--- config.mk ---
export PLATFORM = sky130hd
export DESIGN_NAME = axi4_wr_slave_fb
export DESIGN_NICKNAME = d
export VERILOG_FILES = /design/src/rtl/axi4_pkg.sv /design/src/rtl/axi4_wr_slave_fb.sv
export SDC_FILE = /design/constraint.sdc
export NUM_CORES = 1
export LEC_CHECK = 0
export CAP_MARGIN = 30
export CORE_AREA = 2 2 76 63
export CTS_BUF_LIST = sky130_fd_sc_hd__clkbuf_16
export DETAILED_ROUTE_END_ITERATION = 6
export DIE_AREA = 0 0 78 65
export DONT_BUFFER_PORTS = 1
export PLACE_DENSITY = 0.82
export SYNTH_ARGS = -nofsm -noshare
export SYNTH_HDL_FRONTEND = slang
export SYNTH_SLANG_ARGS = --single-unit
--- constraint.sdc ---
create_clock -name clk -period 2.6 [get_ports clk]
set_input_delay 0.78 -clock clk [delete_from_list [all_inputs] [get_ports clk]]
set_output_delay 0.78 -clock clk [all_outputs]
set_load 0.1 [all_outputs]
--- src/rtl/axi4_pkg.sv ---
// Shared AXI4 constants: response codes and write-responder FSM encodings.
package axi4_pkg;

  // BRESP / RRESP encodings
  localparam logic [1:0] RESP_OKAY   = 2'b00;
  localparam logic [1:0] RESP_EXOKAY = 2'b01;
  localparam logic [1:0] RESP_SLVERR = 2'b10;
  localparam logic [1:0] RESP_DECERR = 2'b11;

  // Write-responder state encodings
  localparam logic [1:0] IDLE_ST = 2'd0;
  localparam logic [1:0] DATA_ST = 2'd1;
  localparam logic [1:0] RESP_ST = 2'd2;

endpackage

--- src/rtl/axi4_wr_slave_fb.sv ---
// AXI4 write responder feeding a frame-buffer SRAM write port.
// One AW, one burst of W beats written at incrementing word addresses with
// zero latency, then one B response. At most one transaction outstanding.
module axi4_wr_slave_fb
  import axi4_pkg::*;
#(
  parameter int                DATA_W       = 32,
  parameter int                ADDR_W       = 32,
  parameter int                MST_ID_W     = 5,
  parameter int                TRANS_RESP_W = 2,
  parameter int                TX_PER_TXN   = 19200,
  parameter logic [ADDR_W-1:0] BASE_ADDR    = 32'h0000_0000,
  parameter int                MEM_ADDR_W   = 15
) (
  input  logic                    clk,
  input  logic                    rst,
  input  logic [MST_ID_W-1:0]     m_awid_i,
  input  logic [ADDR_W-1:0]       m_awaddr_i,
  input  logic                    m_awvalid_i,
  output logic                    m_awready_o,
  input  logic [DATA_W-1:0]       m_wdata_i,
  input  logic                    m_wlast_i,
  input  logic                    m_wvalid_i,
  output logic                    m_wready_o,
  output logic [MST_ID_W-1:0]     m_bid_o,
  output logic [TRANS_RESP_W-1:0] m_bresp_o,
  output logic                    m_bvalid_o,
  input  logic                    m_bready_i,
  output logic                    mem_we_o,
  output logic [MEM_ADDR_W-1:0]   mem_addr_o,
  output logic [DATA_W-1:0]       mem_data_o,
  input  logic                    mem_rdy_i
);

  localparam int BYTES_PER_WORD = DATA_W / 8;
  localparam int WORD_SHIFT     = $clog2(BYTES_PER_WORD);
  localparam int CNT_W          = $clog2(TX_PER_TXN + 1);

  localparam logic [ADDR_W-1:0] DEPTH_WORDS = ADDR_W'(1) << MEM_ADDR_W;
  localparam logic [ADDR_W-1:0] ALIGN_MASK  = ADDR_W'(BYTES_PER_WORD - 1);
  localparam logic [CNT_W-1:0]  LAST_BEAT   = CNT_W'(TX_PER_TXN - 1);

  logic [1:0]            state_q, state_d;
  logic [MST_ID_W-1:0]   id_q, id_d;
  logic [MEM_ADDR_W-1:0] ptr_q, ptr_d;
  logic [CNT_W-1:0]      cnt_q, cnt_d;
  logic                  addr_err_q, addr_err_d;
  logic                  len_err_q, len_err_d;

  logic [ADDR_W-1:0] byte_off;
  logic [ADDR_W-1:0] word_off;
  logic              aw_err;
  logic              aw_hs, w_hs, b_hs;
  logic              beat_is_last;

  // Decode the AW address into a word offset and classify it
  assign byte_off = m_awaddr_i - BASE_ADDR;
  assign word_off = byte_off >> WORD_SHIFT;
  assign aw_err   = (m_awaddr_i < BASE_ADDR)
                  | (|(m_awaddr_i & ALIGN_MASK))
                  | (word_off >= DEPTH_WORDS);

  // Handshakes; W ready follows SRAM readiness so backpressure is immediate
  assign m_awready_o  = (state_q == IDLE_ST);
  assign m_wready_o   = (state_q == DATA_ST) & mem_rdy_i;
  assign m_bvalid_o   = (state_q == RESP_ST);
  assign aw_hs        = m_awvalid_i & m_awready_o;
  assign w_hs         = m_wvalid_i & m_wready_o;
  assign b_hs         = m_bvalid_o & m_bready_i;
  assign beat_is_last = (cnt_q == LAST_BEAT);

  // Zero-latency SRAM write; beats after an address error are swallowed
  assign mem_we_o   = w_hs & ~addr_err_q;
  assign mem_addr_o = ptr_q;
  assign mem_data_o = m_wdata_i;

  // B channel: ID is held from AW, response code resolved by priority
  assign m_bid_o = id_q;
  always_comb begin
    // NOTE: every output of a combinational block gets a default first so no path leaves it unassigned and infers a latch.
    m_bresp_o = TRANS_RESP_W'(RESP_OKAY);
    if (state_q == RESP_ST) begin
      if (addr_err_q)     m_bresp_o = TRANS_RESP_W'(RESP_DECERR);
      else if (len_err_q) m_bresp_o = TRANS_RESP_W'(RESP_SLVERR);
    end
  end

  // Next-state logic for the transaction FSM and its datapath registers
  always_comb begin
    state_d    = state_q;
    id_d       = id_q;
    ptr_d      = ptr_q;
    cnt_d      = cnt_q;
    addr_err_d = addr_err_q;
    len_err_d  = len_err_q;
    case (state_q)
      IDLE_ST: begin
        if (aw_hs) begin
          id_d       = m_awid_i;
          ptr_d      = word_off[MEM_ADDR_W-1:0];
          addr_err_d = aw_err;
          len_err_d  = 1'b0;
          cnt_d      = '0;
          state_d    = DATA_ST;
        end
      end
      DATA_ST: begin
        if (w_hs) begin
          ptr_d = ptr_q + MEM_ADDR_W'(1);
          cnt_d = cnt_q + CNT_W'(1);
          // Stepping off the top word: no wrap, the rest of the burst is dropped
          if (&ptr_q) addr_err_d = 1'b1;
          if (m_wlast_i | beat_is_last) begin
            len_err_d = m_wlast_i ^ beat_is_last;
            state_d   = RESP_ST;
          end
        end
      end
      RESP_ST: begin
        if (b_hs) begin
          cnt_d      = '0;
          addr_err_d = 1'b0;
          len_err_d  = 1'b0;
          state_d    = IDLE_ST;
        end
      end
      default: state_d = IDLE_ST;
    endcase
  end

  // State registers; reset abandons any transaction in flight
  always_ff @(posedge clk or posedge rst) begin
    if (rst) begin
      state_q    <= IDLE_ST;
      id_q       <= '0;
      ptr_q      <= '0;
      cnt_q      <= '0;
      addr_err_q <= 1'b0;
      len_err_q  <= 1'b0;
    end else begin
      // NOTE: non-blocking assignments so every register samples pre-edge values regardless of statement order.
      state_q    <= state_d;
      id_q       <= id_d;
      ptr_q      <= ptr_d;
      cnt_q      <= cnt_d;
      addr_err_q <= addr_err_d;
      len_err_q  <= len_err_d;
    end
  end

endmodule

# Word-level counts from Yosys, hierarchy flattened
# Index checks and enable logic that the tools add are counted.
[totals] ff_bits=39
[classes] bitwise=10 eq_ne=8 muxes=24 magnitude_cmp=2 n_addsub=2 reduce_logical=11
[ops] cell="$mux W15" n=5
[ops] cell="$pmux W15 S3" n=1
[ops] cell="$lt A32 B1 Y1 const B" n=1
[ops] cell="$add A15 B1 Y15 const B" n=2
[ops] cell="$ge A30 B16 Y1 const B" n=1
[ops] cell="$pmux W15 S2" n=1
[ops] cell="$eq A15 B15 Y1 const B" n=1
[ops] cell="$reduce_and A15 Y1" n=1
[ops] cell="$mux W2" n=7
[ops] cell="$reduce_and A5 Y1" n=2
[ops] cell="$ne A2 B1 Y1 const B" n=4
[ops] cell="$reduce_and A4 Y1" n=2
[ops] cell="$mux W1" n=7
[ops] cell="$pmux W1 S3" n=2
[ops] cell="$pmux W2 S3" n=1
[ops] cell="$and A1 B1 Y1" n=5
[ops] cell="$or A1 B1 Y1" n=3
[ops] cell="$reduce_and A3 Y1" n=1
[ops] cell="$reduce_bool A3 Y1" n=1
[ops] cell="$eq A2 B1 Y1 const B" n=1
[ops] cell="$eq A2 B2 Y1 const B" n=1
[ops] cell="$logic_not A2 Y1" n=1
[ops] cell="$ne A2 B2 Y1 const B" n=1
[ops] cell="$reduce_and A2 Y1" n=1
[ops] cell="other kinds (4)" n=4

# Depth between registers and ports, before layout
[depth] ltp_word=5 mapped_depth=9 depth_no_buf=9

# Worst setup path after synthesis
# OpenSTA, ideal clock, no wires.
[synth_timing] path_type="input-to-output" start="in m_wvalid_i" end="out mem_we_o" required_time_ns=1.820 path_buffers=1 cell_stages=4 arrival_time_ns=2.446 path_slack_ns=-0.626 path_cell_list="and2_1 -> clkbuf_1 -> nand2_1 -> nor2_1"
[synth_via] elab_chain_cells=2
[synth_rtl] element="from (decl)" line="axi4_wr_slave_fb.sv:23" rtl="input logic m_wvalid_i,"
[synth_rtl] element="$and A1 B1 Y1" line="axi4_wr_slave_fb.sv:68" rtl="assign w_hs = m_wvalid_i & m_wready_o;"
[synth_rtl] element="$and A1 B1 Y1" line="axi4_wr_slave_fb.sv:73" rtl="assign mem_we_o = w_hs & ~addr_err_q;"
[synth_rtl] element="to (decl)" line="axi4_wr_slave_fb.sv:29" rtl="output logic mem_we_o,"
# No other way between the ends.

# Worst setup path after layout
[layout_timing] start="reg state_q[1]" end="out m_wready_o"
[layout_via] elab_chain_cells=2
[layout_rtl] element="from (decl)" line="axi4_wr_slave_fb.sv:43" rtl="logic [1:0] state_q, state_d;"
[layout_rtl] element="from (signal assigned)" line="axi4_wr_slave_fb.sv:142" rtl="state_q <= state_d;"
[layout_rtl] element="$eq A2 B1 Y1" line="axi4_wr_slave_fb.sv:65" rtl="assign m_wready_o = (state_q == DATA_ST) & mem_rdy_i;"
[layout_rtl] element="$and A1 B1 Y1" line="axi4_wr_slave_fb.sv:65"
[layout_rtl] element="to (decl)" line="axi4_wr_slave_fb.sv:24" rtl="output logic m_wready_o,"
# No other way between the ends.

==> impl_metrics.toml <==
[status]
outcome = "finished clean"

[floorplanning]
dieArea_sq_um = 5070
ioPinCount = 134
coreArea_sq_um = 4404
die_w_um = 78
rows = 22
die_h_um = 65
initial_core_util_pct = 60.94

[sta]
clock_skew_ns = 0.002476
tns_ns = 0
worst_slew_pin_slew_ns = 0.9060
setup_viol = 0
rsz0062_at_grt = "false"
fmax_mhz = 417.7
fin_crit_ns = 2.394
finalHoldViolCount = 0
fin_crit_sh_pct = 92.07
maxSlewViolCount = 0
relSlewSlack_pct = 39.60

[critical_path]
path_class = "flop to output port"
start_kind = "flop"
cp_max_fo = 8
cp.required_ns = 1.82
cp.arrival_ns = 1.61
cp-end-kind = "output port"

[routing]
wire_per_inst_um = 18.72
drtIter0Drc = 300
drc = 0
drt-total-wl_mm = 6.590
vias = 2360
via_per_inst = 6.705
final_antenna_net_count = 0
firstDrtPassIters = 5

[yosys]
synthDistinctLibCells = 52
synth_largest_area_cell = "dfrtp_1"
yosys.area_share.simple_pct = 25.08
synth_fp_nets = 383
synth_edf_count = 0
syn-cell-area_sq_um = 2684
synthMuxAreaShare_pct = 6.713
synth.most_common_cell = "dfrtp_1"
synth_top_family_by_area = "simple AND/OR/NAND/NOR gates"
synth-seq-area-share_pct = 36.36
netlist.area_leader.share_pct = 36.36
synth-main-ff-cell = "dfrtp_1"
synth_common_cells = "39 x dfrtp_1, 33 x buf_4, 26 x nand2_1, 24 x nand3_1, 18 x o21ai_0"
async_reset_ff_share_pct = 100.0
synth_compound_area_share_pct = 16.22
yosysWarnings = 0
syn-instance-count = 300
ys_ff_latch = 39
synth.area.top_cells = "dfrtp_1 36%, buf_4 9.2%, nand3_1 4.5%"
syn-mean-instance-area_sq_um = 8.946
synth-xor-area-share_pct = 0
synthAdderAreaFrac_pct = 3.263

[run]
cap_violations = 0

[place]
gp_congestion = 0.9098
portBuffers = 0
place_inst = 345
dp_hpwl_mm = 4.904

[cts]
ctsHoldBuffers = 0
cts_root_buf = "clkbuf_16"
cts.sinks = 39
cts_tree = "done"
cts_buffers = 5
clk_latency_ns = 0.28
path_clk_slew_ns = 0.05
cts_buffer_depth = 2
htreeDepth = 2
cts_setup_buffers = 0
ctsResizeCount = 0

[global_route]
grt_max_degree = 40
grt_pass1_wl_mm = 10.72
grt_overflow_total = 0
track_usage_pct = 26.96
first_global_vias = 2236
antenna_found_initial = 0

[final_layout]
layout-drive-gt1-share_pct = 18.49
nNetsFinal = 375
diodes = 0
area_delta_synth_final_pct = 7.180
final_cells = 352

[power]
p_per_area_nw_per_um2 = 1648
p_leak_uw = 0.001183
vdd_drop_max_uv = 1008
power_uw = 4741

[min_path]
holdCritPathClass = "input port to async pin"
-- kinds of logic (layout without fill, tap and decap cells) --
group / count (synthesis) / in the layout
AOI/OAI and AO/OA: 66 / 66
adders and majority gates: 7 / 7
buffers and inverters: 54 / 46
DFF: 39 / 39
muxes: 17 / 17
and+or+nand+nor: 117 / 117
-- cell type report --
cell class | count | area (sq um)
Sequential cell | 39 | 975.9
Inverter | 12 | 45.04
Clock inverter | 2 | 8.758
Fill cell | 345 | 1528
Clock buffer | 5 | 125.1
Multi-Input combinational cell | 207 | 1394
Timing Repair Buffer | 27 | 252.7
Tap cell | 60 | 75.07
-- metrics by stage --
stage	hold slack (ns)	util (%)	worst slack (ns)	instance area, sq um
6_report	0.5078	65.31	0.2062	2877
5_1_grt	0.5334	65.31	0.03992	2877
4_1_cts	0.5169	65.31	0.1947	2877
3_5_place_dp	0.5048	62.27	0.2929	2743
3_3_place_gp	0.4958	62.27	0.3027	2743
2_1_floorplan	0.4760	-	0.09358	2701
-- flip-flops by register name, indices dropped and copies added, names as in the netlist --
name / count
m_bid_o: 5
state_q: 2
len_err_q: 1
mem_addr_o: 15
cnt_q: 15
addr_err_q: 1
-- where the power goes --
group / switching (uW) / internal (uW)
Combinational: 2110 / 786
Sequential: 479 / 802
Clock: 222 / 344
-- layer usage --
metal | GRT usage, % | wire length [um]
met1 | 37.38 | 2756
met5 | 0 | 0
met4 | 12.06 | 173
met2 | 39.66 | 3012
met3 | 7.242 | 648
-- cells in the final DEF (no fill, tap or decap), types with 4 or more instances in the layout --
cell / Yosys / final
a21oi_1: 16 / 16
a22oi_1: 4 / 4
and4_1: 4 / 4
buf_12: 0 / 4
buf_4: 33 / 23
clkbuf_16: 0 / 5
dfrtp_1: 39 / 39
ha_1: 7 / 5
inv_1: 11 / 11
mux2_2: 8 / 8
mux2i_1: 9 / 9
nand2_1: 26 / 26
nand2b_1: 8 / 8
nand3_1: 24 / 24
nand4_1: 7 / 7
nor2_1: 6 / 5
nor3_1: 6 / 6
nor4_1: 13 / 13
o211ai_1: 4 / 4
o21ai_0: 18 / 18
o22ai_1: 4 / 4
or4_1: 5 / 5
-- path summary, 6_finish.rpt --
path / startpoint / cells after the start / slack, ns / to
worst max register to register: cnt_q[0] / 8 / 0.26 / state_q[1]
max in group asynchronous: rst / 2 / 1.75 / mem_addr_o[11]
worst max-delay path: state_q[1] / 5 / 0.21 / m_wready_o
worst min register to register: cnt_q[1] / 1 / 0.52 / cnt_q[1]
min in group clk: cnt_q[1] / 1 / 0.52 / cnt_q[1]
worst min-delay path: rst / 2 / 0.51 / m_bid_o[1]
-- critical path, stage by stage (launching register included) --
cell and delay (ns):
dfrtp_1 0.39, inv_1 0.11, ha_1 0.32, buf_4 0.20
and2_4 0.15, buf_12 0.16
(Power assumes the default switching activity.)
